`src/rtl/cpu_control_fsm_pkg.sv`:
```
// cpu_control_fsm_pkg: opcodes, state encoding and instruction field positions for the control FSM
package cpu_control_fsm_pkg;
   localparam logic [3:0] OP_NOP = 4'h0;
   localparam logic [3:0] OP_LDI = 4'h1;
   localparam logic [3:0] OP_ADD = 4'h2;
   localparam logic [3:0] OP_SUB = 4'h3;
   localparam logic [3:0] OP_AND = 4'h4;
   localparam logic [3:0] OP_OR  = 4'h5;
   localparam logic [3:0] OP_XOR = 4'h6;
   localparam logic [3:0] OP_CMP = 4'h7;
   localparam logic [3:0] OP_JMP = 4'h8;
   localparam logic [3:0] OP_JC  = 4'h9;
   localparam logic [3:0] OP_JZ  = 4'hA;
   localparam logic [3:0] OP_JN  = 4'hB;
   localparam logic [3:0] OP_JP  = 4'hC;
   localparam logic [3:0] OP_HLT = 4'hF;
   localparam int OPC_MSB = 15;
   localparam int OPC_LSB = 12;
   localparam int IMM_MSB = 7;
   localparam int IMM_LSB = 0;
   typedef enum logic [1:0] {
      S_FETCH   = 2'd0,
      S_DECODE  = 2'd1,
      S_EXECUTE = 2'd2,
      S_HALT    = 2'd3
   } state_e;
   function automatic logic writes_acc(input logic [3:0] op);
      return (op >= OP_LDI) && (op <= OP_XOR);
   endfunction
   function automatic logic writes_flags(input logic [3:0] op);
      return (op >= OP_ADD) && (op <= OP_CMP);
   endfunction
endpackage

```
`src/rtl/cpu_control_fsm_branch_cond.sv`:
```
// branch_cond: decides whether the current opcode is a taken branch given the flag inputs
module branch_cond
   import cpu_control_fsm_pkg::*;
(
   input  logic [3:0] opcode,
   input  logic       C,
   input  logic       N,
   input  logic       P,
   input  logic       Z,
   output logic       taken
);
   always_comb
      taken = (opcode == OP_JMP) | ((opcode == OP_JC) & C) | ((opcode == OP_JZ) & Z) |
              ((opcode == OP_JN) & N) | ((opcode == OP_JP) & P);
endmodule

```
`src/rtl/cpu_control_fsm.sv`:
```
// cpu_control_fsm: fetch/decode/execute sequencer owning the program counter and instruction register
module cpu_control_fsm
   import cpu_control_fsm_pkg::*;
#(
   parameter int ADDR_WIDTH  = 8,
   parameter int INSTR_WIDTH = 16
) (
   input  logic                   clk,
   input  logic                   rst,
   input  logic                   run,
   input  logic [INSTR_WIDTH-1:0] instr,
   input  logic                   C,
   input  logic                   N,
   input  logic                   P,
   input  logic                   Z,
   output logic [ADDR_WIDTH-1:0]  pc,
   output logic [3:0]             alu_op,
   output logic [7:0]             imm,
   output logic                   acc_we,
   output logic                   enaf,
   output logic                   halted
);
   state_e                 state_q, state_d;
   logic [INSTR_WIDTH-1:0] ir_q, ir_d;
   logic [ADDR_WIDTH-1:0]  pc_q, pc_d;
   logic [3:0]             opcode;
   logic [7:0]             imm_f;
   logic                   taken;
   logic                   unused_ir;
   assign opcode    = ir_q[OPC_MSB:OPC_LSB];
   assign imm_f     = ir_q[IMM_MSB:IMM_LSB];
   assign unused_ir = ^ir_q[OPC_LSB-1:IMM_MSB+1];
   branch_cond u_branch_cond (
      .opcode (opcode),
      .C      (C),
      .N      (N),
      .P      (P),
      .Z      (Z),
      .taken  (taken)
   );
   always_ff @(posedge clk or posedge rst) begin
      if (rst) begin
         state_q <= S_FETCH;
         ir_q    <= '0;
         pc_q    <= '0;
      end else begin
         state_q <= state_d;
         ir_q    <= ir_d;
         pc_q    <= pc_d;
      end
   end
   // flags are sampled live in EXECUTE so a preceding flag update is already visible
   always_comb begin
      state_d = state_q;
      ir_d    = ir_q;
      pc_d    = pc_q;
      case (state_q)
         S_FETCH: begin
            state_d = run ? S_DECODE : S_FETCH;
            ir_d    = run ? instr : ir_q;
         end
         S_DECODE: state_d = S_EXECUTE;
         S_EXECUTE: begin
            state_d = (opcode == OP_HLT) ? S_HALT : S_FETCH;
            pc_d    = (opcode == OP_HLT) ? pc_q :
                      taken ? ADDR_WIDTH'(imm_f) : pc_q + ADDR_WIDTH'(1);
         end
         default: state_d = S_HALT;
      endcase
   end
   always_comb begin
      alu_op = (state_q == S_EXECUTE) ? opcode : 4'h0;
      acc_we = (state_q == S_EXECUTE) && writes_acc(opcode);
      enaf   = (state_q == S_EXECUTE) && writes_flags(opcode);
      halted = (state_q == S_HALT);
   end
   assign pc  = pc_q;
   assign imm = imm_f;
endmodule

```
`config.mk`:
```
export PLATFORM = sky130hd
export DESIGN_NAME = cpu_control_fsm
export DESIGN_NICKNAME = d
export VERILOG_FILES = /design/src/rtl/cpu_control_fsm_pkg.sv /design/src/rtl/cpu_control_fsm_branch_cond.sv /design/src/rtl/cpu_control_fsm.sv
export SDC_FILE = /design/constraint.sdc
export NUM_CORES = 1
export LEC_CHECK = 0
export CAP_MARGIN = 25
export CORE_MARGIN = 8
export CORE_UTILIZATION = 45
export DETAILED_ROUTE_END_ITERATION = 10
export PLACE_DENSITY = 0.77
export SYNTH_ARGS = -nofsm -noshare
export SYNTH_HDL_FRONTEND = slang
export SYNTH_SLANG_ARGS = --single-unit
```
`constraint.sdc`:
```
create_clock -name clk -period 1.75 [get_ports clk]
set_input_delay 0.2625 -clock clk [delete_from_list [all_inputs] [get_ports clk]]
set_output_delay 0.2625 -clock clk [all_outputs]
set_load 0.02 [all_outputs]
```
* Word level (Yosys, flattened, before mapping)
Index checks and enable logic that the tools add are counted.
** Cells by class
- $add $sub $neg :: 1
- Multiply operators :: 0
- Divide/modulo/power cells :: 0
- Magnitude comparators :: 4
- Equality and inequality tests :: 9
- Shifts and indexed selects :: 0
- Mux-type cells :: 5
- Bitwise logic cells :: 9
- Reduce and logical (&&, ||, !) cells :: 7
** Operators by type and width (number)
- $eq 4x4->1 const B :: 6
- $add 8x1->8 const B :: 1
- $le 4x3->1 const B :: 2
- $mux 8 :: 1
- $pmux 2 s3 :: 1
- $and 1x1->1 :: 4
- $eq 2x2->1 const B :: 2
- $ge 4x1->1 const B :: 1
- $ge 4x2->1 const B :: 1
- $logic_and 1x1->1 :: 4
- $mux 4 :: 1
- $or 1x1->1 :: 4
- $reduce_and 2->1 :: 2
- $eq 2x1->1 const B :: 1
- $logic_not 2->1 :: 1
- $mux 2 :: 1
- $mux 1 :: 1
- $not 1->1 :: 1
** Word-level totals
- Bits in registers :: 26
- Latch bits :: 0
- Memory bits (writable) :: 0
- ROM bits :: 0
- Bits of input ports :: 23
- Output and inout bits :: 23
- Logic and storage cells :: 38
- Memories kept :: 0

* Longest topological paths before layout
Gate-level depths: netlist of run 1.
- Word-level depth :: 7
- Gate-level depth with buffers :: 6
- Mapped depth without buffers :: 5

* Cells and area by module
Synthesis of run 1 repeated with hierarchy kept, for this count alone.
** Second synthesis, totals
- Cells, all modules :: 118
- Area, all modules :: 1211.2 um2
** By module, submodules not included
- cpu_control_fsm :: times used 1, cells an instance 112, area an instance 1173.6 um2, seq. area each 550.5 um2
- branch_cond :: times used 1, cells an instance 6, area an instance 37.5 um2, seq. area each 0.0 um2

* Least setup slack after synthesis of run 1
Ideal clock, no wire load.
- Kind :: flip-flop to output port
- From :: reg ir_q[12]
- To :: out acc_we
- Arrival time :: 1791 ps
- Required time :: 1487 ps
- Setup slack :: -304 ps
- Stages on the path, launching flop included :: 4
- Buffers on the path :: 1
- Path through :: dfrtp_1 > buf_4 > and2_1 > a2111oi_0
** On the way
- Cells in the longest elaborated chain, start to end :: 3
- Elaborated cells on any way between the ends :: 4
- Those cells by class :: 2 x order compare; 2 x reduce/logical
** Ends and longest elaborated chain
- start, declared :: RTL line cpu_control_fsm.sv:24 : logic [INSTR_WIDTH-1:0] ir_q, ir_d;
- start signal, assigned :: RTL line cpu_control_fsm.sv:48 : ir_q <= ir_d;
- $ge 4x1->1 or $le 4x3->1 (tied branches) :: RTL line cpu_control_fsm_pkg.sv:28 : return (op >= OP_LDI) && (op <= OP_XOR);
- $logic_and 1x1->1 (*) :: RTL line cpu_control_fsm_pkg.sv:28
- $logic_and 1x1->1 (*) :: RTL line cpu_control_fsm.sv:73 : acc_we = (state_q == S_EXECUTE) && writes_acc(opcode);
- end, declared :: RTL line cpu_control_fsm.sv:19 : output logic acc_we,
Mark *: on every way between the ends. The rest lies on a longest branch, timed or not.

* Worst setup path in the final report of run 1
- From :: reg state_q[0]
- To :: out enaf
** On the way
- Cells in the longest elaborated chain, start to end :: 2
** Ends and longest elaborated chain
- start, declared :: RTL line cpu_control_fsm.sv:23 : state_e state_q, state_d;
- start signal, assigned :: RTL line cpu_control_fsm.sv:47 : state_q <= state_d;
- $eq 2x2->1 :: RTL line cpu_control_fsm.sv:74 : enaf = (state_q == S_EXECUTE) && writes_flags(opcode);
- $logic_and 1x1->1 :: RTL line cpu_control_fsm.sv:74
- end, declared :: RTL line cpu_control_fsm.sv:20 : output logic enaf,
No other way between the ends.

==> summary.md, run 1 <==
| Metric | Value |
|---|---|
| Worst path arrival time | 1.45 ns |
| Placed insts | 202 |
| Worst slew pin tran | 0.387 ns |
| # port buffers | 41 |
| Clock transition at path regs | 0.14 ns |
| Syn nets | 150 |
| Largest net degree at the start of global routing | 23 |
| CTS tree | done |
| Startpoint class of the critical path | flip-flop |
| FF-to-FF Start | ir_q[12] |
| First-pass DRT Iterations | 4 |
| Routability cong. | 0.919 |
| Yosys cell types | 43 |
| Starting Density | 0.476 |
| Routed WL | 3.55 mm |
| Final antenna-violating net count | 0 |
| Static leakage | 0.817 nW |
| Top_reg_cell synth | dfrtp_1 |
| Simple-gate share of the synthesized area | 0.216 |
| Synth area leader | dfrtp_1 |
| Diode count | 0 |
| Vias in the first global route | 1225 |
| Max_cap viols | 0 |
| Net switching power | 1.67 mW |
| Post-synth EDFFs | 0 |
| Post-layout util | 0.700 |
| Status | completed |
| Reg power frac | 0.262 |
| Peak Freq | 0.582 GHz |
| DRC | 0 |
| Setup-failing EPs final | 0 |
| Clk_lat worst skew | 0.33 ns |
| Comb pwr share | 0.660 |
| First-pass GRT wire length | 5.72 mm |
| Slew Viols, Final | 0 |
| #FFs+latches synth | 22 |
| Initial antenna violation count | 0 |
| Die height | 70.0 µm |
| FFs w/ async S/R, synth | 1.00 |
| CP Capture Type | output pin |
| PwrDens | 2000 nW/µm² |
| DR WL/cell | 16.7 µm |
| Hold WC Path Type | in2async |
| Crit path max fanout | 4 |
| Worst r2r path cells | 7 |
| Pint | 2.19 mW |
| Minimum clock period | 1.72 ns |
| Post-Synth XOR/XNOR Area | 0 |
| Mux cell area share after synthesis | 0.111 |
| Compound-Gate Fraction of Synth Area | 0.156 |
| Sw Ratio | 0.432 |
| Vias per cell | 5.64 |
| Top cells by area, synth | dfrtp_1 (42%), mux2_2 (10%), buf_4 (5.7%) |
| Non-Filler Instances | 212 |
| CORE AREA | 2760 µm² |
| Post-synthesis sequential area ratio | 0.419 |
| Main combinational cell family by area after synthesis | simple AND/OR/NAND/NOR gates |
| Area of the die | 4900 µm² |
| Place WS | -0.0837 ns |
| H-tree depth | 1 |
| # fillers | 206 |
| Width of the die | 70.0 µm |
| Top cell type's share of synthesized area | 0.419 |
| Synthesized area per cell | 10.4 µm² |
| Relative slew margins | 0.739 |
| Adder-Cell Fraction of Synth Area | 0.00953 |
| Crit. Startpoint | state_q[0] |
| Area Growth Syn to Fin | 47.0% |
| Warnings, synthesis | 0 |
| Worst VDD drop | 1.36 mV |
| Setup ws final | 0.0331 ns |
| Clk buf depth | 2 |
| Drt initial violations | 54 |
| Total gr overflow | 0 |
| CTS buffer count | 3 |
| Fin. Hold Viols | 0 |
| Most frequent cell after synthesis | dfrtp_1 |
| GRT Overall Usage | 0.139 |
| Syn Inst Count | 126 |
| Nets@finish | 206 |
| Top cells by count, synth | dfrtp_1 (22), mux2_2 (12), buf_4 (10), nand2_1 (10) |
| Clk_skew | 0.0143 ns |
| CP required | 1.49 ns |
| Site Rows | 19 |
| Clk pwr share | 0.078 |
| # clock sinks | 22 |
| DPL Wire Length | 2.57 mm |
| Netlist Area Pre-Place | 1310 µm² |
| IO Count | 46 |
| Share of cells above drive strength 1 | 0.359 |
| Period utilization | 0.981 |
| Vias after detailed routing | 1196 |
| Crit Path Class | reg2out |
| CTS Hold Bufs | 0 |
| CTS root buf | clkbuf_4 |
| RSZ-0062 raised after global routing | true |
-- registers in the layout, summed over array words and instances (netlist names) --
name     count
state_q      2
ir_q        12
pc           8
-- per-layer routing --
metal | GRT usage | vias up | wire length [µm]
met3 | 0.0339 | 5 | 178
li1 | - | 578 | -
met2 | 0.250 | 30 | 1840
met5 | 0 | - | 0
met1 | 0.151 | 583 | 1480
met4 | 0.0536 | 0 | 53
-- cell usage in the layout, fill, tap and decap left out, types with 2 or more instances in the layout --
| cell type | n |
|---|---|
| nor3_1 | 2 |
| a22o_1 | 2 |
| nor2_1 | 6 |
| nand4_1 | 7 |
| clkbuf_4 | 3 |
| buf_4 | 21 |
| dfrtp_1 | 20 |
| nor4_1 | 2 |
| nand2_1 | 9 |
| dfrtp_2 | 2 |
| a41o_1 | 2 |
| buf_2 | 3 |
| clkdlybuf4s50_1 | 33 |
| mux2_2 | 12 |
| a2111oi_2 | 3 |
| a21oi_1 | 3 |
| and2_1 | 5 |
| or4_1 | 2 |
| inv_1 | 2 |
| buf_6 | 5 |
| nand3_1 | 5 |
-- power by group through the flow --
| stage | combinational (mW) | clock [mW] | sequential [mW] |
|---|---|---|---|
| final | 2.55 | 0.300 | 1.01 |
| after global routing | 2.74 | 0.318 | 1.05 |
| after CTS | 2.31 | 0.300 | 0.998 |
| after detailed placement | 2.28 | 0 | 1.01 |
| after global placement | 2.23 | 0 | 0.988 |
| after floorplan | 1.40 | 0 | 1.05 |
-- timing repair --
| item | in CTS | in global routing |
|---|---|---|
| hold endpoints to repair | 0 | 0 |
| pin swaps | 1 | 5 |
| resized for setup | 28 | 19 |
| setup buffers | 2 | 4 |
| gates cloned | 0 | 0 |
| endpoints found under the setup margin | 15 | 15 |
-- critical path: stages, from the launching register on --
cell     delay (ns)
dfrtp_1        0.44
buf_4          0.15
inv_1          0.06
and3_1         0.17
nor2_1         0.05
nor2_1         0.09
buf_4          0.15
-- area by class of cell --
cell class	instances	area, µm²	share of cell area
multi-input cells	88	702	0.364
repair buffers	65	592	0.307
flip-flops and latches	22	553	0.287
well taps	31	38.8	0.0201
clock buffers	4	36.3	0.0188
inverters	2	7.51	0.00389
-- stage by stage --
| step | setup TNS [ns] | power [mW] | hold slack [ns] | instance area [µm²] |
|---|---|---|---|---|
| 2_1_floorplan | 0 | 2.45 | 0.252 | 1320 |
| 3_3_place_gp | -0.183 | 3.22 | 0.518 | 1800 |
| 3_5_place_dp | -0.570 | 3.29 | 0.521 | 1800 |
| 4_1_cts | 0 | 3.61 | 0.264 | 1840 |
| 5_1_grt | -0.174 | 4.11 | 0.292 | 1930 |
| 6_report | 0 | 3.86 | 0.244 | 1930 |
-- path summary, 6_finish.rpt --
| check | to | slack (ns) |
|---|---|---|
| max | enaf | 0.03 |
| min | pc[5] | 0.24 |
| max reg2reg | pc[6] | 0.04 |
| min reg2reg | ir_q[5] | 0.55 |
| max in group asynchronous | ir_q[14] | 1.27 |
| min in group clk | ir_q[7] | 0.53 |
-- logic make-up (layout without fill, tap and decap cells) --
group,count (synthesis),after routing
buffers and inverters,16,71
adders and majority gates,1,1
DFF,22,22
AOI/OAI and AO/OA,23,23
muxes,13,13
and+or+nand+nor,51,51
(Power assumes the default switching activity.)
==> run 2: changes to the inputs <==
--- a/config.mk
+++ b/config.mk
@@ -10,6 +10,7 @@
 export CORE_UTILIZATION = 45
 export DETAILED_ROUTE_END_ITERATION = 10
 export PLACE_DENSITY = 0.77
+export SKIP_LAST_GASP = 1
 export SYNTH_ARGS = -nofsm -noshare
 export SYNTH_HDL_FRONTEND = slang
 export SYNTH_SLANG_ARGS = --single-unit
==> run 2 against run 1 <==
  * Global-route usage is essentially flat
  * Worst setup slack lost 0.019 ns
  * Highest routed layer unchanged
  * First-iteration DRC count decreased by 17%
  * Via count rose by 0.50%
  * Critical endpoint is now acc_we
  * Final area is 0.78% lower
  * Cell count fell by 0.47%
  * Core utilization is 0.54 points lower
  * Sequential power barely moved
  * Critical path depth decreased by 3
  * Critical path type unchanged
  * Non-clock buffer count is 1 lower
  * Power fell by 1.0%
==> summary.md, run 2 (synthesized netlist as in run 1, its figures left out) <==
| Metric | Value |
|---|---|
| Status | completed |
| # fillers | 214 (+3.9%) |
| Worst path arrival time | 1.47 ns (+0.02 ns) |
| Initial antenna violation count | 0 (unchanged) |
| H-tree depth | 1 (unchanged) |
| Biggest register | ir_q |
| Setup-failing EPs final | 0 (unchanged) |
| # port buffers | 41 (unchanged) |
| Area of the die | 4900 µm² (unchanged) |
| First-pass DRT Iterations | 4 (unchanged) |
| Number of flip-flops in the largest register | 12 (unchanged) |
| Starting Density | 0.476 (unchanged) |
| Width of the die | 70.0 µm (unchanged) |
| Area Growth Syn to Fin | 45.9% |
| Fin. Hold Viols | 0 (unchanged) |
| Area of the multi-input gates | 701 µm² (-0.18%) |
| Diode count | 0 (unchanged) |
| Relative slew margins | 0.739 (about the same) |
| Nets@finish | 205 (-0.49%) |
| DR WL/cell | 16.8 µm (about the same) |
| Vias after detailed routing | 1202 (+0.50%) |
| CORE AREA | 2760 µm² (unchanged) |
| RSZ-0062 raised after global routing | true |
| GRT Overall Usage | 0.138 (-0.000291) |
| Static leakage | 0.810 nW (-0.84%) |
| Largest net degree at the start of global routing | 23 (unchanged) |
| Max_cap viols | 0 (unchanged) |
| Period utilization | 0.992 (+0.0106) |
| Clk buf depth | 2 (unchanged) |
| Slew Viols, Final | 0 (unchanged) |
| CP required | 1.49 ns (about the same) |
| Hold WC Path Type | in2async |
| Peak Freq | 0.576 GHz (-1.1%) |
| Clk_lat worst skew | 0.33 ns (about the same) |
| IO Count | 46 (unchanged) |
| Register area | 553 µm² (unchanged) |
| Final antenna-violating net count | 0 (unchanged) |
| PwrDens | 2000 nW/µm² (-0.25%) |
| Die height | 70.0 µm (unchanged) |
| Total gr overflow | 0 (unchanged) |
| Share of cells above drive strength 1 | 0.350 (-0.00912) |
| FF-to-FF Start | ir_q[12] |
| Worst VDD drop | 1.30 mV (-4.1%) |
| Crit path max fanout | 2 (-2) |
| First-pass GRT wire length | 5.71 mm (-0.24%) |
| Routed WL | 3.54 mm (-0.39%) |
| Clock transition at path regs | 0.14 ns (about the same) |
| CTS root buf | clkbuf_4 |
| CTS buffer count | 3 (unchanged) |
| Routability cong. | 0.919 (unchanged) |
| Vias per cell | 5.70 (+0.98%) |
| Clk_skew | 0.0135 ns (-0.000765 ns) |
| Vias in the first global route | 1225 (unchanged) |
| Worst slew pin tran | 0.387 ns (-0.00000978 ns) |
| CTS tree | done |
| # clock sinks | 22 (unchanged) |
| Post-layout util | 0.694 (-0.00544) |
| Most frequent cells in the layout | clkdlybuf4s50_1 (33), dfrtp_1 (20), buf_4 (20), mux2_2 (12), nand2_1 (9) |
| CP Capture Type | output pin |
| Crit Path Class | reg2out |
| Site Rows | 19 (unchanged) |
| DPL Wire Length | 2.57 mm (unchanged) |
| Minimum clock period | 1.74 ns (+0.0186 ns) |
| Drt initial violations | 45 (-17%) |
| Most common cell after layout, fill and taps aside | clkdlybuf4s50_1 |
| DRC | 0 (unchanged) |
| Crit. Startpoint | ir_q[13] |
| WHS | 0.249 ns (+0.00543 ns) |
| Startpoint class of the critical path | flip-flop |
| CTS Hold Bufs | 0 (unchanged) |
==> run 2: layout make-up <==
class,instances,area share
multi-input combinational,88,0.366
timing repair buffer,64,0.302
sequential,22,0.289
tap,31,0.0203
clock buffer,4,0.0190
inverter,2,0.00392
==> run 2: metal layers <==
layer	wire, µm	global-route usage
met5	0	0
met1	1450	0.151
met4	53	0.0536
met2	1840	0.250
met3	185	0.0339
==> run 2: what timing repair did <==
action                                  CTS  global route
buffers inserted                          2             3
pin swaps                                 1             4
gates resized for setup                  24            20
gates cloned                              0             0
endpoints found under the setup margin   15            15
==> run 2: worst paths after layout <==
check | slack (ns) | cells past startpoint | end
setup / recovery | 0.01 | 3 | acc_we
hold / removal | 0.25 | 3 | pc[5]
setup reg to reg | 0.03 | 7 | pc[6]
hold reg to reg | 0.55 | 1 | ir_q[5]
max in group asynchronous | 1.26 | 3 | ir_q[14]
min in group clk | 0.53 | 2 | ir_q[7]
==> run 2: metrics by stage <==
stage | setup TNS (ns) | area [µm²] | std cells | total power, mW | worst slack [ns]
detailed placement | -0.570 | 1800 | 202 | 3.29 | -0.0837
floorplan | 0 | 1320 | 126 | 2.45 | 0.182
global route | -0.281 | 1910 | 211 | 4.07 | -0.0679
finish | 0 | 1910 | 211 | 3.82 | 0.0145
global placement | -0.183 | 1800 | 202 | 3.22 | -0.0697
CTS | -0.151 | 1840 | 208 | 3.61 | -0.151
==> run 2: worst max-delay path, cell delays in order (launching register included) <==
cell and delay, ns:
dfrtp_1 0.42, and2_1 0.17, a2111oi_2 0.34, buf_2 0.22
==> run 2: power breakdown <==
group	switching (mW)	internal [mW]	leakage, nW
clock network	0.170	0.127	0.0210
logic	1.24	1.28	0.538
registers	0.253	0.757	0.250
total	1.66	2.16	0.810
==> variant: new RTL, flow settings as in run 1 <==
`ADDR_WIDTH`: 8 -> 7.
--- a/src/rtl/cpu_control_fsm.sv
+++ b/src/rtl/cpu_control_fsm.sv
@@ -2,7 +2,7 @@
 module cpu_control_fsm
    import cpu_control_fsm_pkg::*;
 #(
-   parameter int ADDR_WIDTH  = 8,
+   parameter int ADDR_WIDTH  = 7,
    parameter int INSTR_WIDTH = 16
 ) (
    input  logic                   clk,
Interface: changed (resized pc); port bits go from 46 to 45. No check against the original RTL was run, so the function may have changed too.
==> variant against run 1 <==
- total power shrank 17%
- count of clock-buffer cells in the layout shrank 1
- setup slack improved by 0.029 ns
- routed wire length is 23% lower
- synthesized area shrank 13%
- via count decreased by 19%
- clock skew is 0.013 ns lower
- largest cell class unchanged
- largest power group unchanged
- sequential cell count down 1
- cell area down 15%
==> variant: results (changes against run 1) <==
crit_path_max_fanout: 4  # unchanged
antennaDiodeCount: 0  # unchanged
grt_pass1_wl_um: 4640  # -19%
antenna_found_initial: 0  # unchanged
synth_seq_cells: 21  # -4.5%
cp.arrival_ns: 1.43  # -0.02 ns
grt_pass1_vias: 1021  # -17%
synth_top_cells_by_count: "21 x dfrtp_1, 9 x mux2_2, 9 x nand2_1"
ys_top_cells_by_area: "dfrtp_1 46%, mux2_2 8.8%, mux2i_1 6.1%"
drive_gt1_share_pct: 21.9  # -14 points
ir_worst_vdd_mv: 1.16  # -14%
place_hpwl_um: 2220  # -14%
dr.first_iter.drc_count: 17  # -69%
fin_skew_ns: 0.00159  # -0.0127 ns
clk_pin_slew_ns: 0.12  # -0.02 ns
clock_latency_ns: 0.30  # -0.03 ns
cts_root_buffer: "clkbuf_4"
clockBufferDepth: 2  # unchanged
finalWirelength_um: 2750  # -23%
vias_per_cell: 5.26  # -6.7%
fillers: 209  # +1.5%
io_buffer_count: 40  # -2.4%
place_congestion: 0.819  # -11%
tightest_slew_ns: 0.485  # +0.0977 ns
r2r-start: "ir_q[12]"
grtUsageTotal_pct: 13.5  # -0.37 points
crit_start: "state_q[1]"
cts_buffers: 3  # unchanged
grt_max_degree: 21  # -8.7%
rrSetupSlack_ns: 0.16  # +0.12 ns
place_inst: 180  # -11%
r2r_cells: 6  # -1
min-delay-path-class: "in2async"
syn_area_per_cell_um2: 10.6  # +2.0%
regMostFlops: "ir_q"
synthesis.nets: 132  # -12%
r2r_end: "pc[5]"
leakage_nw: 0.740  # -9.4%
num_vias: 974  # -19%
ys_seq_area_share_pct: 45.8  # +3.9 points
run_status: "finished, final reports clean"
largest_reg_flops: 12  # unchanged
cp-endpoint: "halted"
first_pass_iters: 4  # unchanged
cts_htree_levels: 1  # unchanged
yosys_warnings: 0  # unchanged
synth_cell_types: 27  # -37%
synth-async-reset-ratio_pct: 100  # unchanged
## variant: worst max-delay path, stage by stage (launching register included)
cell and delay (ns):
dfrtp_1 0.42, buf_4 0.14, buf_4 0.13, and2_1 0.12, dlygate4sd2_1 0.31
## variant: repair_timing
| action | CTS | global route |
|---|---|---|
| resized for setup | 15 | 5 |
| setup endpoints to repair | 7 | 7 |
| buffers inserted | 0 | 1 |
## variant: cell type report
cell class,instances,area [µm²],share of cell area (%)
Multi-Input combinational cell,74,542,33.1
Clock buffer,3,22.5,1.37
Tap cell,30,37.5,2.29
Timing Repair Buffer,53,495,30.2
Sequential cell,21,526,32.1
Inverter,3,11.3,0.687
Clock inverter,1,5.00,0.305
## variant: worst min-delay path by stage
stage,cells past startpoint,to,startpoint
6_report,2,ir_q[7],rst
5_1_grt,2,ir_q[7],rst
4_1_cts,2,ir_q[7],rst
3_5_place_dp,2,ir_q[7],rst
3_3_place_gp,2,ir_q[7],rst
2_1_floorplan,1,ir_q[0],rst
## variant: routing by layer
layer	part of all wire (%)	wire length (µm)	up-vias	global-route usage [%]
li1	-	-	468	-
met1	39	1080	481	14.3
met2	53	1450	20	23.8
met3	6.9	190	5	5.20
met4	1.1	31	0	4.80
met5	0	0	-	0
## variant: logic make-up (layout without fill, tap and decap cells)
logic type | count (synthesis) | count (layout) | share of synthesized area, %
AOI/OAI and AO/OA | 15 | 15 | 10.1
adders and majority gates | 1 | 1 | 1.09
buffers and inverters | 13 | 60 | 7.63
DFF | 21 | 21 | 45.8
muxes | 19 | 19 | 17.9
and+or+nand+nor | 39 | 39 | 17.4
## variant: stage by stage
| step | hold slack (ns) | setup TNS, ns | area, µm² | worst slack, ns |
|---|---|---|---|---|
| 6_report | 0.0885 | 0 | 1640 | 0.0621 |
| 2_1_floorplan | 0.239 | 0 | 1150 | 0.200 |
| 5_1_grt | 0.0831 | 0 | 1640 | 0.00118 |
| 3_5_place_dp | 0.426 | -0.0138 | 1620 | -0.00598 |
| 4_1_cts | 0.0845 | 0 | 1640 | 0.00470 |
| 3_3_place_gp | 0.412 | 0 | 1620 | 0.0146 |
## variant: power by group
group	switching, W	leakage (nW)	internal [W]	total (W)
logic	0.000989	0.481	0.00103	0.00202
registers	0.000227	0.242	0.000734	0.000961
clock network	0.000148	0.0177	0.0000852	0.000233
total	0.00136	0.740	0.00185	0.00321
